===== src/rtl/pipelined_prefix_adder.sv =====
// Pipelined Sklansky-style parallel-prefix adder/subtractor with a valid/ready stream interface.
// STAGES register banks sit between input accept and the flopped outputs.
module pipelined_prefix_adder #(
  parameter int unsigned WIDTH  = 32,
  parameter int unsigned STAGES = 2
) (
  input  logic             clk,
  input  logic             rst,
  input  logic             in_valid,
  output logic             in_ready,
  input  logic [WIDTH-1:0] in_a,
  input  logic [WIDTH-1:0] in_b,
  input  logic             in_cin,
  input  logic             in_sub,
  output logic             out_valid,
  input  logic             out_ready,
  output logic [WIDTH-1:0] out_sum,
  output logic             out_cout,
  output logic             out_ovf
);

  localparam int unsigned Levels = $clog2(WIDTH);

  // Bit k set: a register bank sits after prefix level k (k=0 is operand prep).
  // The bank after the last level is always present and drives the outputs.
  function automatic logic [Levels:0] cut_mask();
    logic [Levels:0] m;
    m = {1'b1, {Levels{1'b0}}};
    if (STAGES > 1) begin
      for (int unsigned b = 0; b < STAGES - 1; b++) begin
        m = m | ({{Levels{1'b0}}, 1'b1} << ((b * Levels + STAGES - 2) / (STAGES - 1)));
      end
    end
    return m;
  endfunction

  localparam logic [Levels:0] Cut = cut_mask();

  // One Sklansky level: bits with bit (lvl-1) set combine with the top bit of the lower block.
  function automatic logic [2*WIDTH-1:0] prefix_level(input logic [WIDTH-1:0] g_in,
                                                      input logic [WIDTH-1:0] p_in,
                                                      input int unsigned      lvl);
    logic [WIDTH-1:0] g;
    logic [WIDTH-1:0] p;
    int unsigned      span;
    int unsigned      j;
    g    = g_in;
    p    = p_in;
    span = 1 << (lvl - 1);
    for (int unsigned i = 0; i < WIDTH; i++) begin
      if ((i & span) != 0) begin
        j    = (i & ~(span - 1)) - 1;
        g[i] = g[i] | (p[i] & g[j]);
        p[i] = p[i] & p[j];
      end
    end
    return {g, p};
  endfunction

  logic [WIDTH-1:0] g_q  [0:Levels-1];
  logic [WIDTH-1:0] p_q  [0:Levels-1];
  logic [WIDTH-1:0] h_q  [0:Levels-1];
  logic             ci_q [0:Levels-1];
  logic             v_q  [0:Levels-1];
  logic [WIDTH-1:0] g_d  [0:Levels-1];
  logic [WIDTH-1:0] p_d  [0:Levels-1];
  logic [WIDTH-1:0] h_d  [0:Levels-1];
  logic             ci_d [0:Levels-1];
  logic             v_d  [0:Levels-1];

  logic [WIDTH-1:0]   sum_q, sum_d;
  logic               cout_q, cout_d;
  logic               ovf_q, ovf_d;
  logic               valid_q, valid_d;
  logic               stall;

  logic [WIDTH-1:0]   bb;
  logic [WIDTH-1:0]   cur_g, cur_p, cur_h;
  logic               cur_ci, cur_v;
  logic [2*WIDTH-1:0] gp;

  assign stall     = valid_q & ~out_ready;
  assign in_ready  = ~stall;
  assign out_valid = valid_q;
  assign out_sum   = sum_q;
  assign out_cout  = cout_q;
  assign out_ovf   = ovf_q;

  always_comb begin
    gp     = '0;
    bb     = in_sub ? ~in_b : in_b;
    cur_ci = in_cin ^ in_sub;
    cur_h  = in_a ^ bb;
    cur_g  = in_a & bb;
    // Carry-in folded into bit 0 so the tree yields c_i = G[i:0] directly.
    cur_g[0] = cur_g[0] | (cur_h[0] & cur_ci);
    cur_p  = cur_h;
    cur_v  = in_valid;
    for (int k = 0; k < Levels; k++) begin
      if (k > 0) begin
        gp    = prefix_level(cur_g, cur_p, k);
        cur_g = gp[2*WIDTH-1:WIDTH];
        cur_p = gp[WIDTH-1:0];
      end
      g_d[k]  = cur_g;
      p_d[k]  = cur_p;
      h_d[k]  = cur_h;
      ci_d[k] = cur_ci;
      v_d[k]  = cur_v;
      if (Cut[k]) begin
        cur_g  = g_q[k];
        cur_p  = p_q[k];
        cur_h  = h_q[k];
        cur_ci = ci_q[k];
        cur_v  = v_q[k];
      end
    end
    gp      = prefix_level(cur_g, cur_p, Levels);
    cur_g   = gp[2*WIDTH-1:WIDTH];
    sum_d   = cur_h ^ {cur_g[WIDTH-2:0], cur_ci};
    cout_d  = cur_g[WIDTH-1];
    ovf_d   = cur_g[WIDTH-1] ^ cur_g[WIDTH-2];
    valid_d = cur_v;
  end

  always_ff @(posedge clk) begin
    if (rst) begin
      for (int k = 0; k < Levels; k++) begin
        g_q[k]  <= '0;
        p_q[k]  <= '0;
        h_q[k]  <= '0;
        ci_q[k] <= 1'b0;
        v_q[k]  <= 1'b0;
      end
      sum_q   <= '0;
      cout_q  <= 1'b0;
      ovf_q   <= 1'b0;
      valid_q <= 1'b0;
    end else if (!stall) begin
      for (int k = 0; k < Levels; k++) begin
        if (Cut[k]) begin
          v_q[k] <= v_d[k];
          // Bubbles advance only their valid bit; data regs keep the last beat.
          if (v_d[k]) begin
            g_q[k]  <= g_d[k];
            p_q[k]  <= p_d[k];
            h_q[k]  <= h_d[k];
            ci_q[k] <= ci_d[k];
          end
        end
      end
      valid_q <= valid_d;
      if (valid_d) begin
        sum_q  <= sum_d;
        cout_q <= cout_d;
        ovf_q  <= ovf_d;
      end
    end
  end

endmodule


===== config.mk =====
export PLATFORM = sky130hd
export DESIGN_NAME = pipelined_prefix_adder
export DESIGN_NICKNAME = d
export VERILOG_FILES = /design/src/rtl/pipelined_prefix_adder.sv
export SDC_FILE = /design/constraint.sdc
export NUM_CORES = 1
export LEC_CHECK = 0
export CORE_MARGIN = 3
export CORE_UTILIZATION = 50
export DETAILED_ROUTE_END_ITERATION = 12
export HOLD_SLACK_MARGIN = 0.1
export PLACE_DENSITY = 0.75
export SETUP_SLACK_MARGIN = 0.5
export SLEW_MARGIN = 20
export SYNTH_ARGS = -nofsm -noshare
export SYNTH_HDL_FRONTEND = slang
export SYNTH_SLANG_ARGS = --single-unit

===== constraint.sdc =====
create_clock -name clk -period 6.55 [get_ports clk]
set_clock_uncertainty 0.15 [all_clocks]
set_input_delay 0.9825 -clock clk [delete_from_list [all_inputs] [get_ports clk]]
set_output_delay 0.9825 -clock clk [all_outputs]
set_load 0.005 [all_outputs]

==> Yosys cells after proc, flatten, opt, wreduce, memory -nomap -nowiden <==
Memory sizes are Yosys's and may differ from the RTL's.
Index checks and enable logic that the tools add are counted.
{ "op_classes": {"mux": 15, "eq_ne": 0, "n_reduce_logical": 1, "n_shift": 0, "order_cmp": 0, "n_div": 0, "bitwise": 225, "addsub": 0, "n_mul": 0} }
{ "op_table": {"columns": ["cell", "count"], "rows": [
  ["1-bit bitwise AND", 131],
  ["32-bit two-way mux", 4],
  ["1-bit bitwise OR", 86],
  ["32-bit bitwise XOR", 2],
  ["32-bit bitwise AND", 1],
  ["32-bit NOT", 1],
  ["1-bit two-way mux", 11],
  ["1-bit NOT", 2],
  ["2-bit AND reduction", 1],
  ["1-bit bitwise XOR", 2]
]} }
{ "totals": {"inputBits": 70, "ramBits": 490, "mem_bits_ro": 0, "wordCells": 250, "latchBits": 0, "memories": 5, "ff_bits": 35} }
{ "memory_table": {"columns": ["memory", "words", "word_bits", "rd", "rd_clocked_by_memory_dff", "wr", "line_no", "text"], "rows": [
  ["g_q", 5, 32, 1, 0, 5, "60", "logic [WIDTH-1:0] g_q [0:Levels-1];"],
  ["h_q", 5, 32, 1, 0, 5, "62", "logic [WIDTH-1:0] h_q [0:Levels-1];"],
  ["p_q", 5, 32, 1, 0, 5, "61", "logic [WIDTH-1:0] p_q [0:Levels-1];"],
  ["ci_q", 5, 1, 1, 0, 5, "63", "logic ci_q [0:Levels-1];"],
  ["v_q", 5, 1, 1, 0, 5, "64", "logic v_q [0:Levels-1];"]
]} }

==> Logic depth before layout (Yosys ltp) <==
Gate-level depths: netlist of the first run.
{ "logic_depth": {"word_depth": 11, "ltp_mapped": 11, "ltp_nobuf": 11} }

==> Least setup slack after synthesis of the first run <==
OpenSTA, ideal clock, no wires.
{ "synth_path": {"path_type": "input port to flip-flop", "startpoint": "in rst", "endpoint": "mem ci_q[0], enable pin", "slack_ns": 3.285, "n_path_buf": 1, "setup_ns": 0.697, "arrival_ns": 2.418, "path_stages": 3, "path_cell_list": "inv_1 clkbuf_1 nand2_1"} }
{ "synth_lines": {"columns": ["item", "line_no", "text"], "rows": [
  ["start: declaration", "8", "input logic rst,"],
  ["end: declaration", "63", null]
]} }

==> Final worst setup path of the first run <==
{ "layout_path": {"startpoint": "in out_ready", "endpoint": "out in_ready"} }
{ "layout_via": {"elab_chain_len": 3} }
{ "layout_rtl": {"columns": ["item", "line_no", "text"], "rows": [
  ["start: declaration", "16", "input logic out_ready,"],
  ["1-bit NOT", "82", "assign stall = valid_q & ~out_ready;"],
  ["1-bit bitwise AND", "82", null],
  ["1-bit NOT (no line)", null, null],
  ["end: declaration", "10", "output logic in_ready,"]
]} }
No other way between the ends.

==> qor.csv, run 1 <==
metric,value,unit
Synth warnings,0,
pin count of the biggest net entering global routing,66,
"Req. time, crit path",5.42,ns
Worst-Margin Slew,0.9096,ns
cell mode on critical path,clkdlybuf4s50_1,
Clock Latency Late Sink,0.35,ns
"flops & latches, synth",101,
Crit Path Class,input port to primary output,
Syn Nets,608,
Die Area,11890,um^2
startpoint types,input port,
PwrDens,208.8,nW/um^2
Synth Instances,501,
Top Ports,106,
"Hold Violations, Final",0,
# diodes,0,
Clock Tree Root,clkbuf_8,
Port Buffers,105,
Slowest Stage Delay on Critical Path,0.53,ns
final net count,704,
ANT nets after route,0,
Die Y,109.0,um
Min-Delay Path Class,flop to flop,
crit path cell chain,"clkdlybuf4s50_1, nand2b_1, clkdlybuf4s50_1",
synthesis-to-finish area growth,25.81,%
"Seq/Total Area, Yosys",0.5053,
post-cts resize count,0,
initial cell density of the core,0.5285,
first-pass GRT wire length,17.70,mm
worst reg-to-reg setup slack,4.03,ns
Crit Path Max Fanout,6,
Peak VDD IR,0.1323,mV
CP top delay family,buffers and inverters,
Vias,3964,
total gr overflow,0,
most frequent cells in the layout,"clkdlybuf4s50_1, and2_1, edfxtp_1",
Mapped Area,5309,um^2
Tmin final,3.285,ns
CP arrival,2.15,ns
CTS tree,built,
period utilisation layout,0.5015,
gpl congestion,0.8308,
asr flop ratio synth,0,
worst relative slew slack,0.3936,
Sinks on Clock Net,101,
Remaining DRCs,0,
core area,10040,um^2
"most common cell after layout, fill and taps aside",clkdlybuf4s50_1,
FMAX,0.3044,GHz
status,completed,
"Reg clk slew, reported paths",0.09,ns
share of layout cells above drive strength 1,0.05482,
"Slew Viols, Final",0,
vias in the first global route,3800,
Die Wd,109.0,um
post-synth cell types,49,
DR WL/cell,14.64,um
unrepaired setup endpoints after global routing,false,
DP Wirelength,7.994,mm
cell leakage power,2.641,nW
drt total wl,10.76,mm
CTS H-Tree Depth,3,
Critical path buffers and inverters,2,
drt first-iter violations,167,
Critical-path top delay cell,clkdlybuf4s50_1,
crit end category,primary output,
initial antenna violation count,0,
DR pass1 iterations,4,
"Setup violations, final",0,
cts hold-fix bufs,0,
FP Rows,36,
TNS Setup,0,ns
synthesized area per cell,10.60,um^2
number of synthesized flops with an enable pin,66,
Hold WS,0.3091,ns
total CTS buffers,9,
ys flop type,edfxtp_1,
GRT Overall Usage,0.1899,
Max Cap Viol,0,
FILL cells,787,
Via-to-Cell Ratio,5.393,
Longest Clk Path Bufs,2,
postcts setup bufs,0,
==> through the flow <==
step	power [mW]	instance area, um^2	util	cells	setup slack (ns)
after detailed placement	1.044	6459	0.6430	717	3.040
after global routing	1.468	6679	0.6649	735	3.212
final	1.394	6679	0.6649	735	3.265
after CTS	1.399	6644	0.6614	733	3.261
after floorplan	0.9196	5309	-	501	3.285
after global placement	1.038	6459	0.6430	717	3.067
==> metal layers <==
metal | track usage | routed length [um] | up-vias
li1 | - | - | 1973
met1 | 0.2523 | 4725 | 1853
met2 | 0.3127 | 5202 | 125
met3 | 0.03079 | 678 | 13
met4 | 0.07124 | 153 | 0
met5 | 0 | 0 | -
==> state kept, by name (all words and copies together) (netlist names) <==
signal and flops:
ci_q 1, g_q 32, h_q 32, out_cout 1, out_ovf 1, out_sum 32, out_valid 1, v_q 1
==> cell usage after synthesis, types with 2 or more instances <==
master | count | area, um^2
nand3_1 | 18 | 90.09
nand2_1 | 47 | 176.4
o311ai_1 | 2 | 17.52
nor3_1 | 9 | 45.04
clkbuf_1 | 21 | 78.83
nor2b_1 | 2 | 12.51
a21o_1 | 7 | 52.55
o21ai_0 | 14 | 70.07
xnor2_1 | 9 | 78.83
a21boi_0 | 2 | 15.01
and3_1 | 2 | 12.51
o31ai_1 | 4 | 30.03
or2_2 | 2 | 12.51
a211oi_1 | 4 | 30.03
nand2b_1 | 2 | 12.51
and4_1 | 2 | 17.52
edfxtp_1 | 66 | 1982
inv_1 | 5 | 18.77
a21oi_1 | 36 | 180.2
o211ai_1 | 5 | 37.54
buf_1 | 3 | 11.26
ha_1 | 37 | 462.9
o21ai_2 | 2 | 17.52
and2_1 | 69 | 431.7
o211a_1 | 2 | 20.02
dfxtp_1 | 35 | 700.7
o21a_1 | 4 | 30.03
nand4_1 | 4 | 25.02
or3_1 | 4 | 25.02
nor2_1 | 21 | 78.83
nor4b_1 | 2 | 17.52
o21bai_1 | 2 | 15.01
xor2_1 | 37 | 324.1
a31o_2 | 2 | 17.52
a31oi_1 | 2 | 12.51
nand3b_1 | 3 | 22.52
==> worst register-to-register path, stage by stage (launching register included) <==
cell,delay [ns]
edfxtp_1,0.38
ha_1,0.22
o211ai_1,0.24
a21oi_1,0.22
o21ai_2,0.28
a21oi_2,0.14
o21a_1,0.22
or3_1,0.31
a32o_1,0.26
==> cells by family (layout without fill, tap and decap cells) <==
group           count (synthesis)  after routing  synth area share
flops                         101            101            0.5053
buf+inv                        30            131           0.02145
xor+xnor                       46             46           0.07589
simple gates                  189            189            0.1871
compound gates                 98             98            0.1230
fa+ha+maj                      37             37           0.08720
==> final timing paths <==
check              from           to  depth (start not counted)
max           out_ready     in_ready                          3
min          out_sum[9]   out_sum[9]                          2
max reg2reg   g_q[0][0]  out_sum[25]                          8
min reg2reg  out_sum[9]   out_sum[9]                          2
==> final cells by class <==
class / instances / area, um^2 / share of cell area
Timing Repair Buffer: 110 / 1104 / 0.1652
Tap cell: 133 / 166.4 / 0.02492
Clock buffer: 11 / 151.4 / 0.02267
Clock inverter: 5 / 33.78 / 0.005058
Inverter: 5 / 18.77 / 0.002810
Multi-Input combinational cell: 370 / 2522 / 0.3777
Sequential cell: 101 / 2683 / 0.4016
==> power breakdown <==
group / internal [mW] / switching, mW / leakage [nW]
combinational: 0.138 / 0.120 / 1.53
sequential: 0.735 / 0.0388 / 1.01
clock: 0.159 / 0.204 / 0.0996
total: 1.03 / 0.362 / 2.64
No activity file was read; power rests on OpenSTA's default activity.
==> run 2, diff against run 1 <==
CORE_UTILIZATION = 47   (was 50)
PLACE_DENSITY = 0.74   (was 0.75)
clock period = 2.8 ns   (was 6.55 ns; I/O delays follow)
==> qor.csv, run 2 (same netlist as run 1, synthesis figures left out) <==
metric,value,unit,change
crit end category,flop,,was primary output
Clock Latency Late Sink,0.34,ns,was 0.35 ns
initial antenna violation count,0,,unchanged
total CTS buffers,9,,unchanged
Critical path buffers and inverters,0,,was 2
pin count of the biggest net entering global routing,66,,unchanged
cts hold-fix bufs,0,,unchanged
crit path cell chain,"a21o_1, a221o_1, o21ai_2, a21oi_4, o21a_1, or3_1, a32o_1",,"was clkdlybuf4s50_1, nand2b_1, clkdlybuf4s50_1"
status,completed,,unchanged
"Slew Viols, Final",0,,unchanged
Peak VDD IR,0.2643,mV,was 0.1323 mV
Top Usage Layer GRT,met2,,unchanged
reg-to-reg startpoint,h_q[0][5],,was g_q[0][0]
most frequent cells in the layout,"clkdlybuf4s50_1, and2_1, edfxtp_1",,unchanged
Longest Clk Path Bufs,2,,unchanged
gpl congestion,0.8808,,was 0.8308
CP arrival,2.43,ns,was 2.15 ns
CTS tree,built,,unchanged
DR pass1 iterations,5,,was 4
Sinks on Clock Net,101,,unchanged
Crit Path Class,flop to flop,,was input port to primary output
"Hold Violations, Final",0,,unchanged
Via-to-Cell Ratio,5.382,,was 5.393
first-pass GRT wire length,19.80,mm,was 17.70 mm
FP Rows,38,,was 36
CTS H-Tree Depth,3,,unchanged
"most common cell after layout, fill and taps aside",clkdlybuf4s50_1,,unchanged
CP top delay family,compound AO/OA/AOI/OAI gates,,was buffers and inverters
Worst-Margin Slew,0.4885,ns,was 0.9096 ns
Placed Area,6558,um^2,was 6459 um^2
cell leakage power,2.764,nW,was 2.641 nW
Min-Delay Path Class,flop to flop,,unchanged
# diodes,0,,unchanged
WHS Path Cells,2,,unchanged
Die Y,112.3,um,was 109.0 um
synthesis-to-finish area growth,31.86,%,was 25.81%
Die Area,12610,um^2,was 11890 um^2
vias in the first global route,4034,,was 3800
"Setup violations, final",0,,unchanged
Crit Path Max Fanout,4,,was 6
"Req. time, crit path",2.88,ns,was 5.42 ns
GRT Overall Usage,0.1969,,was 0.1899
worst relative slew slack,0.6718,,was 0.3936
TNS Setup,0,ns,unchanged
Place WS,0.3682,ns,was 3.040 ns
share of layout cells above drive strength 1,0.1066,,was 0.05482
Slowest Stage Delay on Critical Path,0.40,ns,was 0.53 ns
Final WS setup,0.4518,ns,was 3.265 ns
GRT met1 Usage,0.2565,,was 0.2523
startpoint types,flop,,was input port
drt first-iter violations,387,,was 167
Die Wd,112.3,um,was 109.0 um
period utilisation layout,0.8386,,
Hold WS,0.3007,ns,was 0.3091 ns
Max Cap Viol,0,,unchanged
Vias,4085,,was 3964
Tmin final,2.348,ns,
Top Ports,106,,unchanged
initial cell density of the core,0.4855,,was 0.5285
PwrDens,510.6,nW/um^2,was 208.8 nW/um^2
worst reg-to-reg setup slack,0.45,ns,was 4.03 ns
FILL cells,862,,was 787
Hold Crit Endpoint,out_sum[10],,was out_sum[9]
met2 GRT Util,0.3286,,was 0.3127
DP Wirelength,8.730,mm,was 7.994 mm
"Reg clk slew, reported paths",0.06,ns,was 0.09 ns
total gr overflow,0,,unchanged
Clock Tree Root,clkbuf_16,,was clkbuf_8
Critical-path top delay cell,edfxtp_1,,was clkdlybuf4s50_1
Reg2Reg Capture Point,out_sum[25],,unchanged
"Design Area, Final",7000,um^2,was 6679 um^2
Port Buffers,105,,unchanged
core area,10940,um^2,was 10040 um^2
Remaining DRCs,0,,unchanged
post-layout util,0.6402,,was 0.6649
unrepaired setup endpoints after global routing,true,,was false
final net count,721,,was 704
FMAX,0.4259,GHz,
ANT nets after route,0,,unchanged
Reg2Reg Depth,7,,was 8
DR WL/cell,16.09,um,was 14.64 um
drt total wl,12.21,mm,was 10.76 mm
global routing usage on met3,0.04420,,was 0.03079
beginning of the worst hold path,out_sum[10],,was out_sum[9]
-- run 2: per-layer routing --
metal	up-vias	wire length (um)
li1	2010	-
met1	1891	5235
met2	158	5993
met3	26	724
met4	0	255
met5	-	0
-- run 2: layout make-up --
class	count	area (um^2)	area share
sequential	101	2683	0.3832
multi-input combinational	370	2618	0.3739
timing repair buffer	127	1249	0.1784
clock buffer	9	225.2	0.03217
tap	140	175.2	0.02502
clock inverter	7	32.53	0.004647
inverter	5	18.77	0.002681
-- run 2: power breakdown --
part | switching (mW) | internal (mW) | total, mW
Clock | 0.515 | 0.587 | 1.10
Combinational | 0.305 | 0.352 | 0.656
Sequential | 0.0957 | 1.72 | 1.82
Total | 0.916 | 2.66 | 3.57
-- run 2: worst reg2reg max path, stage by stage, from the launching register on --
cell	delay (ns)
edfxtp_1	0.40
a21o_1	0.21
a221o_1	0.39
o21ai_2	0.24
a21oi_4	0.10
o21a_1	0.21
or3_1	0.32
a32o_1	0.23
-- run 2: through the flow --
step           total power [mW]  instances
6_report                  3.574        759
5_1_grt                   3.761        759
4_1_cts                   3.567        754
3_5_place_dp              2.465        731
3_3_place_gp              2.445        731
2_1_floorplan             2.150        501
-- run 2: how the worst max path moves through the flow --
stage,start,to,cells past startpoint
final,h_q[0][5],out_sum[25],7
after global routing,g_q[0][0],out_sum[17],11
after CTS,g_q[0][0],out_sum[25],8
after detailed placement,h_q[0][5],out_sum[25],7
after global placement,h_q[0][5],out_sum[25],7
after floorplan,h_q[0][5],out_sum[25],7
-- run 2: repair_timing --
action | 4_1_cts | 5_1_grt
buffers inserted | 7 | 5
endpoints found under the setup margin | 7 | 20
pin swaps | 6 | 11
gates resized for setup | 4 | 19
==> run 3, diff against run 2 <==
clock period = 2.15 ns   (was 2.8 ns; I/O delays follow)
==> qor.csv, run 3 (same netlist as run 1, synthesis figures left out) <==
metric,value,unit,change
gpl congestion,0.8461,,was 0.8808
FP Rows,38,,unchanged
PwrDens,652.2,nW/um^2,was 510.6 nW/um^2
Crit Path Class,flop to flop,,unchanged
ANT nets after route,0,,unchanged
Crit Path Max Fanout,3,,was 4
final net count,758,,was 721
worst relative slew slack,0.6721,,was 0.6718
CTS tree,built,,unchanged
Remaining DRCs,0,,unchanged
GRT Overall Usage,0.2086,,was 0.1969
FMAX,0.4269,GHz,was 0.4259 GHz
Clock Tree Root,clkbuf_16,,unchanged
failing checks,negative setup slack,,
Longest Clk Path Bufs,2,,unchanged
post-layout util,0.6991,,was 0.6402
initial cell density of the core,0.4855,,unchanged
vias in the first global route,4409,,was 4034
first-pass GRT wire length,21.17,mm,was 19.80 mm
# diodes,0,,unchanged
crit end category,flop,,unchanged
most frequent cells in the layout,"and2_1, clkdlybuf4s50_1, edfxtp_1",,"was clkdlybuf4s50_1, and2_1, edfxtp_1"
CP arrival,2.42,ns,was 2.43 ns
startpoint types,flop,,unchanged
synthesis-to-finish area growth,44.00,%,was 31.86%
Max Cap Viol,0,,unchanged
status,"complete, but fails checks",,was completed
initial antenna violation count,0,,unchanged
Peak VDD IR,0.3631,mV,was 0.2643 mV
Total Power,4.986,mW,was 3.574 mW
total gr overflow,0,,unchanged
cts hold-fix bufs,0,,unchanged
Min-Delay Path Class,flop to flop,,unchanged
multi-input logic area,2877,um^2,was 2618 um^2
DR WL/cell,16.58,um,was 16.09 um
"Req. time, crit path",2.23,ns,was 2.88 ns
"Hold Violations, Final",0,,unchanged
Worst-Margin Slew,0.4867,ns,was 0.4885 ns
"Reg clk slew, reported paths",0.07,ns,was 0.06 ns
Port Buffers,105,,unchanged
"Slew Viols, Final",0,,unchanged
FILL cells,780,,was 862
Tmin final,2.343,ns,was 2.348 ns
"Setup violations, final",22,,was 0
Top Ports,106,,unchanged
drt total wl,13.20,mm,was 12.21 mm
share of layout cells above drive strength 1,0.2287,,was 0.1066
Via-to-Cell Ratio,5.345,,was 5.382
Sinks on Clock Net,101,,unchanged
total CTS buffers,9,,unchanged
Clock Latency Late Sink,0.34,ns,about the same
period utilisation layout,1.090,,was 0.8386
CTS H-Tree Depth,3,,unchanged
Die Wd,112.3,um,unchanged
cell leakage power,3.377,nW,was 2.764 nW
Die Y,112.3,um,unchanged
Final WS setup,-0.1926,ns,was 0.4518 ns
Die Area,12610,um^2,unchanged
Reg area,2700,um^2,was 2683 um^2
drt first-iter violations,334,,was 387
Vias,4255,,was 4085
pin count of the biggest net entering global routing,34,,was 66
core area,10940,um^2,unchanged
DP Wirelength,8.826,mm,was 8.730 mm
unrepaired setup endpoints after global routing,true,,unchanged
"most common cell after layout, fill and taps aside",and2_1,,was clkdlybuf4s50_1
DR pass1 iterations,4,,was 5
-- run 3: area by class of cell --
class | count | share of cell area
Multi-Input combinational cell | 373 | 0.3763
Sequential cell | 101 | 0.3532
Timing Repair Buffer | 161 | 0.2065
Clock buffer | 12 | 0.03224
Tap cell | 140 | 0.02291
Clock inverter | 4 | 0.006383
Inverter | 5 | 0.002455
-- run 3: worst paths after layout --
kind	start	endpoint	slack (ns)	cells past startpoint
setup / recovery	g_q[0][0]	out_sum[25]	-0.19	8
hold / removal	out_sum[11]	out_sum[11]	0.30	2
setup reg to reg	g_q[0][0]	out_sum[25]	-0.19	8
hold reg to reg	out_sum[11]	out_sum[11]	0.30	2
-- run 3: metal layers --
layer / global-route usage / vias up / part of all wire
met2: 0.3588 / 127 / 0.51
met5: 0 / - / 0
met3: 0.03504 / 26 / 0.053
met4: 0.06971 / 0 / 0.024
li1: - / 2088 / -
met1: 0.2681 / 2014 / 0.41
-- run 3: critical path: stages (launching register included) --
cell and delay (ns):
edfxtp_1 0.37, ha_2 0.21, o211ai_1 0.30, a21oi_2 0.15, o21ai_2 0.23, a21oi_2 0.11, o21a_1 0.19, or3_1 0.30
a32o_1 0.21
-- run 3: metrics by stage --
stage	instances	setup WS [ns]	hold slack (ns)	instance area, um^2	TNS (ns)
global route	796	-0.3213	0.3299	7645	-5.548
CTS	794	-0.1176	0.3041	7451	-0.9836
floorplan	501	-0.06003	0.2982	5398	-0.06485
finish	796	-0.1926	0.3042	7645	-2.577
global placement	766	-0.2163	0.2897	6922	-12.78
detailed placement	766	-0.2585	0.2973	6922	-15.25
-- run 3: timing repair --
item / CTS / global route
pin swaps: 34 / 18
setup endpoints to repair: 121 / 108
buffers inserted: 9 / 2
gates cloned: 3 / 0
gates resized for setup: 74 / 47
hold endpoints to repair: 0 / 0
-- run 3: where the power goes --
group / total (mW) / switching (mW) / leakage, nW / internal [mW]
clock network: 1.59 / 0.661 / 0.147 / 0.932
logic: 1.03 / 0.485 / 2.21 / 0.549
registers: 2.36 / 0.115 / 1.02 / 2.24
total: 4.99 / 1.26 / 3.38 / 3.73
